`src/rtl/mmio_pkg.sv`:
```
// Shared address map, status bit positions and access decode for the MMIO responder.
package mmio_pkg;

    localparam logic [3:0] MMIO_BASE_NIBBLE = 4'h8;

    localparam logic [7:0] OFF_STATUS  = 8'h00;
    localparam logic [7:0] OFF_RX      = 8'h04;
    localparam logic [7:0] OFF_TX      = 8'h08;
    localparam logic [7:0] OFF_CYC     = 8'h10;
    localparam logic [7:0] OFF_INST    = 8'h14;
    localparam logic [7:0] OFF_CNT_CLR = 8'h18;

    localparam int unsigned ST_TX_NOTFULL  = 0;
    localparam int unsigned ST_RX_NONEMPTY = 1;
    localparam int unsigned ST_OVF         = 2;

    typedef enum logic [1:0] {
        ACC_NONE  = 2'd0,
        ACC_LOAD  = 2'd1,
        ACC_STORE = 2'd2
    } acc_e;

    // Classify a CPU access: only the top nibble selects this target.
    function automatic acc_e decode_access(input logic       valid,
                                           input logic [3:0] addr_hi,
                                           input logic [3:0] wmask);
        if (!valid || addr_hi != MMIO_BASE_NIBBLE) return ACC_NONE;
        return (wmask == 4'h0) ? ACC_LOAD : ACC_STORE;
    endfunction

endpackage

```
`src/rtl/sync_fifo.sv`:
```
// Single-clock FIFO; a pop frees space for a push in the same cycle when full.
module sync_fifo #(
    parameter int unsigned WIDTH = 8,
    parameter int unsigned DEPTH = 8
) (
    input  logic             i_clk,
    input  logic             i_rst_n,
    input  logic             i_push,
    input  logic             i_pop,
    input  logic [WIDTH-1:0] i_din,
    output logic [WIDTH-1:0] o_dout,
    output logic             o_full,
    output logic             o_empty
);

    localparam int unsigned AW = $clog2(DEPTH);

    logic [AW:0]      r_wptr;
    logic [AW:0]      r_rptr;
    logic [WIDTH-1:0] r_mem [DEPTH];

    logic w_empty;
    logic w_full;
    logic w_do_pop;
    logic w_do_push;

    assign w_empty   = (r_wptr == r_rptr);
    assign w_full    = (r_wptr[AW] != r_rptr[AW]) && (r_wptr[AW-1:0] == r_rptr[AW-1:0]);
    assign w_do_pop  = i_pop && !w_empty;
    assign w_do_push = i_push && (!w_full || w_do_pop);

    assign o_empty = w_empty;
    assign o_full  = w_full;
    // Empty reads as zero so the head never exposes stale storage.
    assign o_dout  = w_empty ? '0 : r_mem[r_rptr[AW-1:0]];

    // Pointer update; extra MSB distinguishes full from empty.
    always_ff @(posedge i_clk or negedge i_rst_n) begin
        if (!i_rst_n) begin
            r_wptr <= '0;
            r_rptr <= '0;
        end else begin
            if (w_do_push) r_wptr <= r_wptr + {{AW{1'b0}}, 1'b1};
            if (w_do_pop)  r_rptr <= r_rptr + {{AW{1'b0}}, 1'b1};
        end
    end

    // Storage write; contents are don't-care until a pointer covers them.
    always_ff @(posedge i_clk) begin
        if (w_do_push) r_mem[r_wptr[AW-1:0]] <= i_din;
    end

endmodule

```
`src/rtl/mmio_responder.sv`:
```
// MMIO target at 0x8xxx_xx00..FF: UART RX/TX FIFOs, status, cycle and instret counters.
module mmio_responder
    import mmio_pkg::*;
#(
    parameter int unsigned FIFO_DEPTH = 8,
    parameter int unsigned CNT_W      = 32
) (
    input  logic        i_clk,
    input  logic        i_rst_n,
    input  logic        i_req_valid,
    input  logic [3:0]  i_req_wmask,
    input  logic [31:0] i_req_addr,
    input  logic [31:0] i_req_wdata,
    output logic [31:0] o_rdata,
    input  logic        i_inst_retire,
    input  logic [7:0]  i_uart_rx_data,
    input  logic        i_uart_rx_valid,
    output logic        o_uart_rx_ready,
    output logic [7:0]  o_uart_tx_data,
    output logic        o_uart_tx_valid,
    input  logic        i_uart_tx_ready
);

    acc_e        w_acc;
    logic [7:0]  w_off;
    logic        w_load;
    logic        w_store;

    logic        w_rx_push, w_rx_pop, w_rx_full, w_rx_empty;
    logic [7:0]  w_rx_head;
    logic        w_tx_push, w_tx_pop, w_tx_full, w_tx_empty;
    logic        w_cnt_clr;
    logic [31:0] w_rd_mux;
    logic [31:0] w_status;
    logic        w_unused;

    logic [CNT_W-1:0] r_cyc;
    logic [CNT_W-1:0] r_inst;
    logic             r_ovf;
    logic [31:0]      r_rdata;

    assign w_acc   = decode_access(i_req_valid, i_req_addr[31:28], i_req_wmask);
    assign w_off   = i_req_addr[7:0];
    assign w_load  = (w_acc == ACC_LOAD);
    assign w_store = (w_acc == ACC_STORE);
    assign w_unused = ^{i_req_addr[27:8], i_req_wdata[31:8]};

    assign w_rx_push = i_uart_rx_valid && !w_rx_full;
    assign w_rx_pop  = w_load && (w_off == OFF_RX);
    assign w_tx_push = w_store && (w_off == OFF_TX) && i_req_wmask[0];
    assign w_tx_pop  = !w_tx_empty && i_uart_tx_ready;
    assign w_cnt_clr = w_store && (w_off == OFF_CNT_CLR);

    sync_fifo #(.WIDTH(8), .DEPTH(FIFO_DEPTH)) u_rx_fifo (
        .i_clk   (i_clk),
        .i_rst_n (i_rst_n),
        .i_push  (w_rx_push),
        .i_pop   (w_rx_pop),
        .i_din   (i_uart_rx_data),
        .o_dout  (w_rx_head),
        .o_full  (w_rx_full),
        .o_empty (w_rx_empty)
    );

    sync_fifo #(.WIDTH(8), .DEPTH(FIFO_DEPTH)) u_tx_fifo (
        .i_clk   (i_clk),
        .i_rst_n (i_rst_n),
        .i_push  (w_tx_push),
        .i_pop   (w_tx_pop),
        .i_din   (i_req_wdata[7:0]),
        .o_dout  (o_uart_tx_data),
        .o_full  (w_tx_full),
        .o_empty (w_tx_empty)
    );

    assign o_uart_rx_ready = !w_rx_full;
    assign o_uart_tx_valid = !w_tx_empty;
    assign o_rdata         = r_rdata;

    // Read data selection from pre-edge state.
    always_comb begin
        w_status                 = '0;
        w_status[ST_TX_NOTFULL]  = !w_tx_full;
        w_status[ST_RX_NONEMPTY] = !w_rx_empty;
        w_status[ST_OVF]         = r_ovf;
        w_rd_mux                 = '0;
        case (w_off)
            OFF_STATUS: w_rd_mux = w_status;
            OFF_RX:     w_rd_mux = {24'h0, w_rx_head};
            OFF_CYC:    w_rd_mux = 32'(r_cyc);
            OFF_INST:   w_rd_mux = 32'(r_inst);
            default:    w_rd_mux = '0;
        endcase
    end

    // Registered load data; held until the next selected load.
    always_ff @(posedge i_clk or negedge i_rst_n) begin
        if (!i_rst_n)    r_rdata <= '0;
        else if (w_load) r_rdata <= w_rd_mux;
    end

    // Sticky overflow: set only when a TX push is actually dropped.
    always_ff @(posedge i_clk or negedge i_rst_n) begin
        if (!i_rst_n) begin
            r_ovf <= 1'b0;
        end else if (w_store && (w_off == OFF_STATUS)) begin
            r_ovf <= 1'b0;
        end else if (w_tx_push && w_tx_full && !w_tx_pop) begin
            r_ovf <= 1'b1;
        end
    end

    // Free-running counters; clear takes priority over increment.
    always_ff @(posedge i_clk or negedge i_rst_n) begin
        if (!i_rst_n) begin
            r_cyc  <= '0;
            r_inst <= '0;
        end else if (w_cnt_clr) begin
            r_cyc  <= '0;
            r_inst <= '0;
        end else begin
            r_cyc <= r_cyc + {{(CNT_W-1){1'b0}}, 1'b1};
            if (i_inst_retire) r_inst <= r_inst + {{(CNT_W-1){1'b0}}, 1'b1};
        end
    end

endmodule

```
`config.mk`:
```
export PLATFORM = sky130hd
export DESIGN_NAME = mmio_responder
export DESIGN_NICKNAME = d
export VERILOG_FILES = /design/src/rtl/mmio_pkg.sv /design/src/rtl/sync_fifo.sv /design/src/rtl/mmio_responder.sv
export SDC_FILE = /design/constraint.sdc
export NUM_CORES = 1
export LEC_CHECK = 0
export CAP_MARGIN = 40
export CORE_MARGIN = 2
export CORE_UTILIZATION = 55
export DETAILED_ROUTE_END_ITERATION = 6
export PLACE_DENSITY_LB_ADDON = 0.1
export SKIP_LAST_GASP = 1
export SLEW_MARGIN = 20
export SYNTH_ARGS = -nofsm -noshare
export SYNTH_HDL_FRONTEND = slang
export SYNTH_SLANG_ARGS = --single-unit
```
`constraint.sdc`:
```
create_clock -name i_clk -period 3.2 [get_ports i_clk]
set_input_delay 0.64 -clock i_clk [delete_from_list [all_inputs] [get_ports i_clk]]
set_output_delay 0.64 -clock i_clk [all_outputs]
set_load 0.01 [all_outputs]
```
==> metrics.md <==
| Metric | Value |
|---|---|
| Status | `finished, final reports clean` |
| Root Buffer | `clkbuf_16` |
| Compound-cell area share of the yosys netlist | `0.0290` |
| CTS buffer count | `25` |
| TritonCTS clock tree | `built` |
| Syn Area/Cell | `13.4 um2` |
| Post-Syn Area | `10600 um2` |
| Die height | `143 um` |
| R2R depth | `5` |
| MaxCap Viol Count | `0` |
| Inserted Diodes | `0` |
| Biggest cell delay along the critical path | `0.54 ns` |
| Power Density | `638 nW/um2` |
| Final Power | `8200 uW` |
| Fillers | `1331` |
| Largest net degree at the start of global routing | `60` |
| Post-synth EDFFs | `128` |
| Minimum clock period | `2.98 ns` |
| Most frequent cells in the layout | `128 x edfxtp_1, 112 x dfrtp_1, 87 x nor2_1` |
| GR Overflow Total | `0` |
| Clk sink count | `241` |
| Placed instance count | `1137` |
| Async SR Flop Fraction | `0.469` |
| Clock Path Buffers | `3` |
| Die area | `20400 um2` |
| Flops & latches, synth | `241` |
| Sequential share of the synthesized area | `0.628` |
| Initial antenna violation count | `0` |
| Via density | `5.74` |
| Synthesized instance count | `791` |
| Die width | `143 um` |
| Synth Area in Adders | `0.00707` |
| Lkg Pwr | `0.00489 uW` |
| ANT nets after route | `0` |
| Post-Syn Nets | `879` |
| Slew Viols, Final | `0` |
| CP required | `2.56 ns` |
| # setup viols final | `0` |
| Setup CP Type | `flop to output port` |
| Initial DRT Pass Iterations | `5` |
| Total core area | `18800 um2` |
| Nets | `994` |
| Worst setup EP type | `output port` |
| Worst R2R End | `r_cyc[24]` |
| CP startpoint | `u_tx_fifo.r_rptr[0]` |
| Clock-pin slew on the worst setup and hold paths | `0.06 ns` |
| CP cell instances | `buf_6, mux4_2, mux2i_1, nor2_1, clkdlybuf4s50_1` |
| Clk_lat worst skew | `0.51 ns` |
| Hold Violations, Final | `0` |
| Worst slew pin tran | `0.692 ns` |
| Final Skew | `0.00925 ns` |
| Fmax | `336 MHz` |
| Total length of routed wires | `22500 um` |
| Initial Util | `0.564` |
| Slowest cell on crit path | `mux4_2` |
| Worst slew margin | `0.539` |
| Gr usage total | `0.231` |
| R2r startpoint | `r_cyc[11]` |
| Cell variety after synth | `48` |
| Worst hold path class | `primary input to asynchronous set/reset pin` |
| Reg2Reg Setup Slack | `0.87 ns` |
| Share of cells above drive strength 1 | `0.149` |
| DP Wirelength | `14900 um` |
| Crit-path max FO | `20` |
| Setup TNS | `0 ns` |
| Cell Rows | `50` |
| GPL Wtd Cong | `0.858` |
| Post-synthesis mux area share | `0.117` |
| Layout area overhead | `20.9%` |
| Commonest non-fill, non-tap cell in the layout | `edfxtp_1` |
| Synth warn | `0` |
| Total stage count of the critical path | `5` |
| Global-route wire length before repair | `36400 um` |
| Ports | `124` |
| Via count | `6792` |
| Crit path buffers/inverters | `2` |
| Setup crit end | `o_uart_tx_data[3]` |
| Primary FF master, synth | `edfxtp_1` |
| Fin crit share | `0.931` |
| Peak VDD IR | `0.000714 V` |
| Crit path arrival time | `2.34 ns` |
| Initial drt markers | `516` |
| Largest family of logic cells by synthesized area | `simple AND/OR/NAND/NOR gates` |
| RSZ-0062 raised after global routing | `no` |
| I/O Buffers | `79` |
| H-tree depth | `1` |
| Fin cells | `1184` |
| Xor/xnor share of the synthesized area | `0.0626` |
| Synth Area in Simple Gates | `0.136` |
| Crit path launch type | `flop` |
| # DRC | `0` |
| Vias in the first global route | `6790` |
| Final core occ | `0.682` |
| Crit-path leading delay family | `buffers and inverters` |
| Routed len/inst | `19.0 um` |
[timing repair]
action	in CTS	in global routing
hold buffers	0	1
setup buffers	0	0
endpoints found under the hold margin	0	2
gates resized for setup	0	2
endpoints found under the setup margin	0	6
[per-layer routing]
layer / vias up / routed length [um] / part of all wire / GRT usage
li1: 3139 / - / - / -
met1: 3427 / 10200 / 0.45 / 0.346
met2: 191 / 10600 / 0.47 / 0.360
met3: 35 / 1210 / 0.054 / 0.0325
met4: 0 / 495 / 0.022 / 0.0594
met5: - / 0 / 0 / 0
[area by class of cell]
type | count | area (um2) | area share
Clock buffer | 35 | 734 | 0.0572
Inverter | 13 | 48.8 | 0.00380
Sequential cell | 241 | 6670 | 0.519
Tap cell | 260 | 325 | 0.0253
Clock inverter | 10 | 135 | 0.0105
Timing Repair Buffer | 124 | 1170 | 0.0912
Multi-Input combinational cell | 501 | 3760 | 0.293
[worst min-delay path by stage]
stage / to / slack (ns) / cells past startpoint
after global placement: o_rdata[29] / 0.46 / 2
final: o_rdata[28] / 0.47 / 2
after CTS: u_tx_fifo.r_rptr[0] / 0.24 / 1
after detailed placement: o_rdata[14] / 0.47 / 2
after global routing: u_tx_fifo.r_rptr[0] / 0.46 / 2
after floorplan: o_rdata[0] / 0.34 / 0
[kinds of logic (layout without fill, tap and decap cells)]
group,after synthesis,in the layout
buf+inv,49,182
simple gates,283,283
mux,84,84
compound gates,52,52
fa+ha+maj,6,6
flops,241,241
xor+xnor,76,76
[cell usage after synthesis (2+ instances only)]
cell,number,share of area
inv_1,13,0.0046
nor2b_1,3,0.0018
and3_1,7,0.0041
buf_6,2,0.0021
xor2_1,35,0.029
nor3_1,20,0.0094
ha_1,6,0.0071
xnor2_1,41,0.034
mux2_2,5,0.0053
mux4_2,32,0.068
o221ai_1,5,0.0041
mux2i_1,47,0.044
nor4_1,13,0.0077
and2_1,2,0.0012
nor3b_1,2,0.0014
nand4_1,17,0.010
or4_1,4,0.0028
dfrtp_1,113,0.27
or4_4,2,0.0021
o21a_1,5,0.0035
nand2_1,61,0.022
buf_1,5,0.0018
nor4b_1,4,0.0033
clkbuf_1,19,0.0067
or3_1,8,0.0047
edfxtp_1,128,0.36
nand3_1,30,0.014
and4_1,6,0.0049
a31oi_1,2,0.0012
nand2b_1,4,0.0024
nor2_1,87,0.031
buf_2,10,0.0047
a21oi_1,7,0.0033
nor4_2,4,0.0047
o21ai_0,29,0.014
[through the flow]
| stage | instance area [um2] | setup WS, ns | hold slack, ns |
|---|---|---|---|
| after global placement | 11900 | 0.316 | 0.465 |
| after global routing | 12800 | 0.0484 | 0.465 |
| final | 12800 | 0.222 | 0.472 |
| after detailed placement | 11900 | 0.230 | 0.469 |
| after floorplan | 10600 | 0.293 | 0.344 |
| after CTS | 12800 | 0.0885 | 0.242 |
[flip-flops by register name, indices dropped and copies added (netlist names)]
name,flops
o_rdata,32
r_cyc,32
r_inst,32
r_ovf,1
u_rx_fifo.r_mem,64
u_rx_fifo.r_rptr,4
u_rx_fifo.r_wptr,4
u_tx_fifo.r_mem,64
u_tx_fifo.r_rptr,4
u_tx_fifo.r_wptr,4
[power by group]
group	total, uW	internal [uW]	switching (uW)
sequential	3780	3540	238
combinational	1430	748	682
clock	2990	1840	1150
total	8200	6130	2070
No activity file was read; power rests on OpenSTA's default activity.
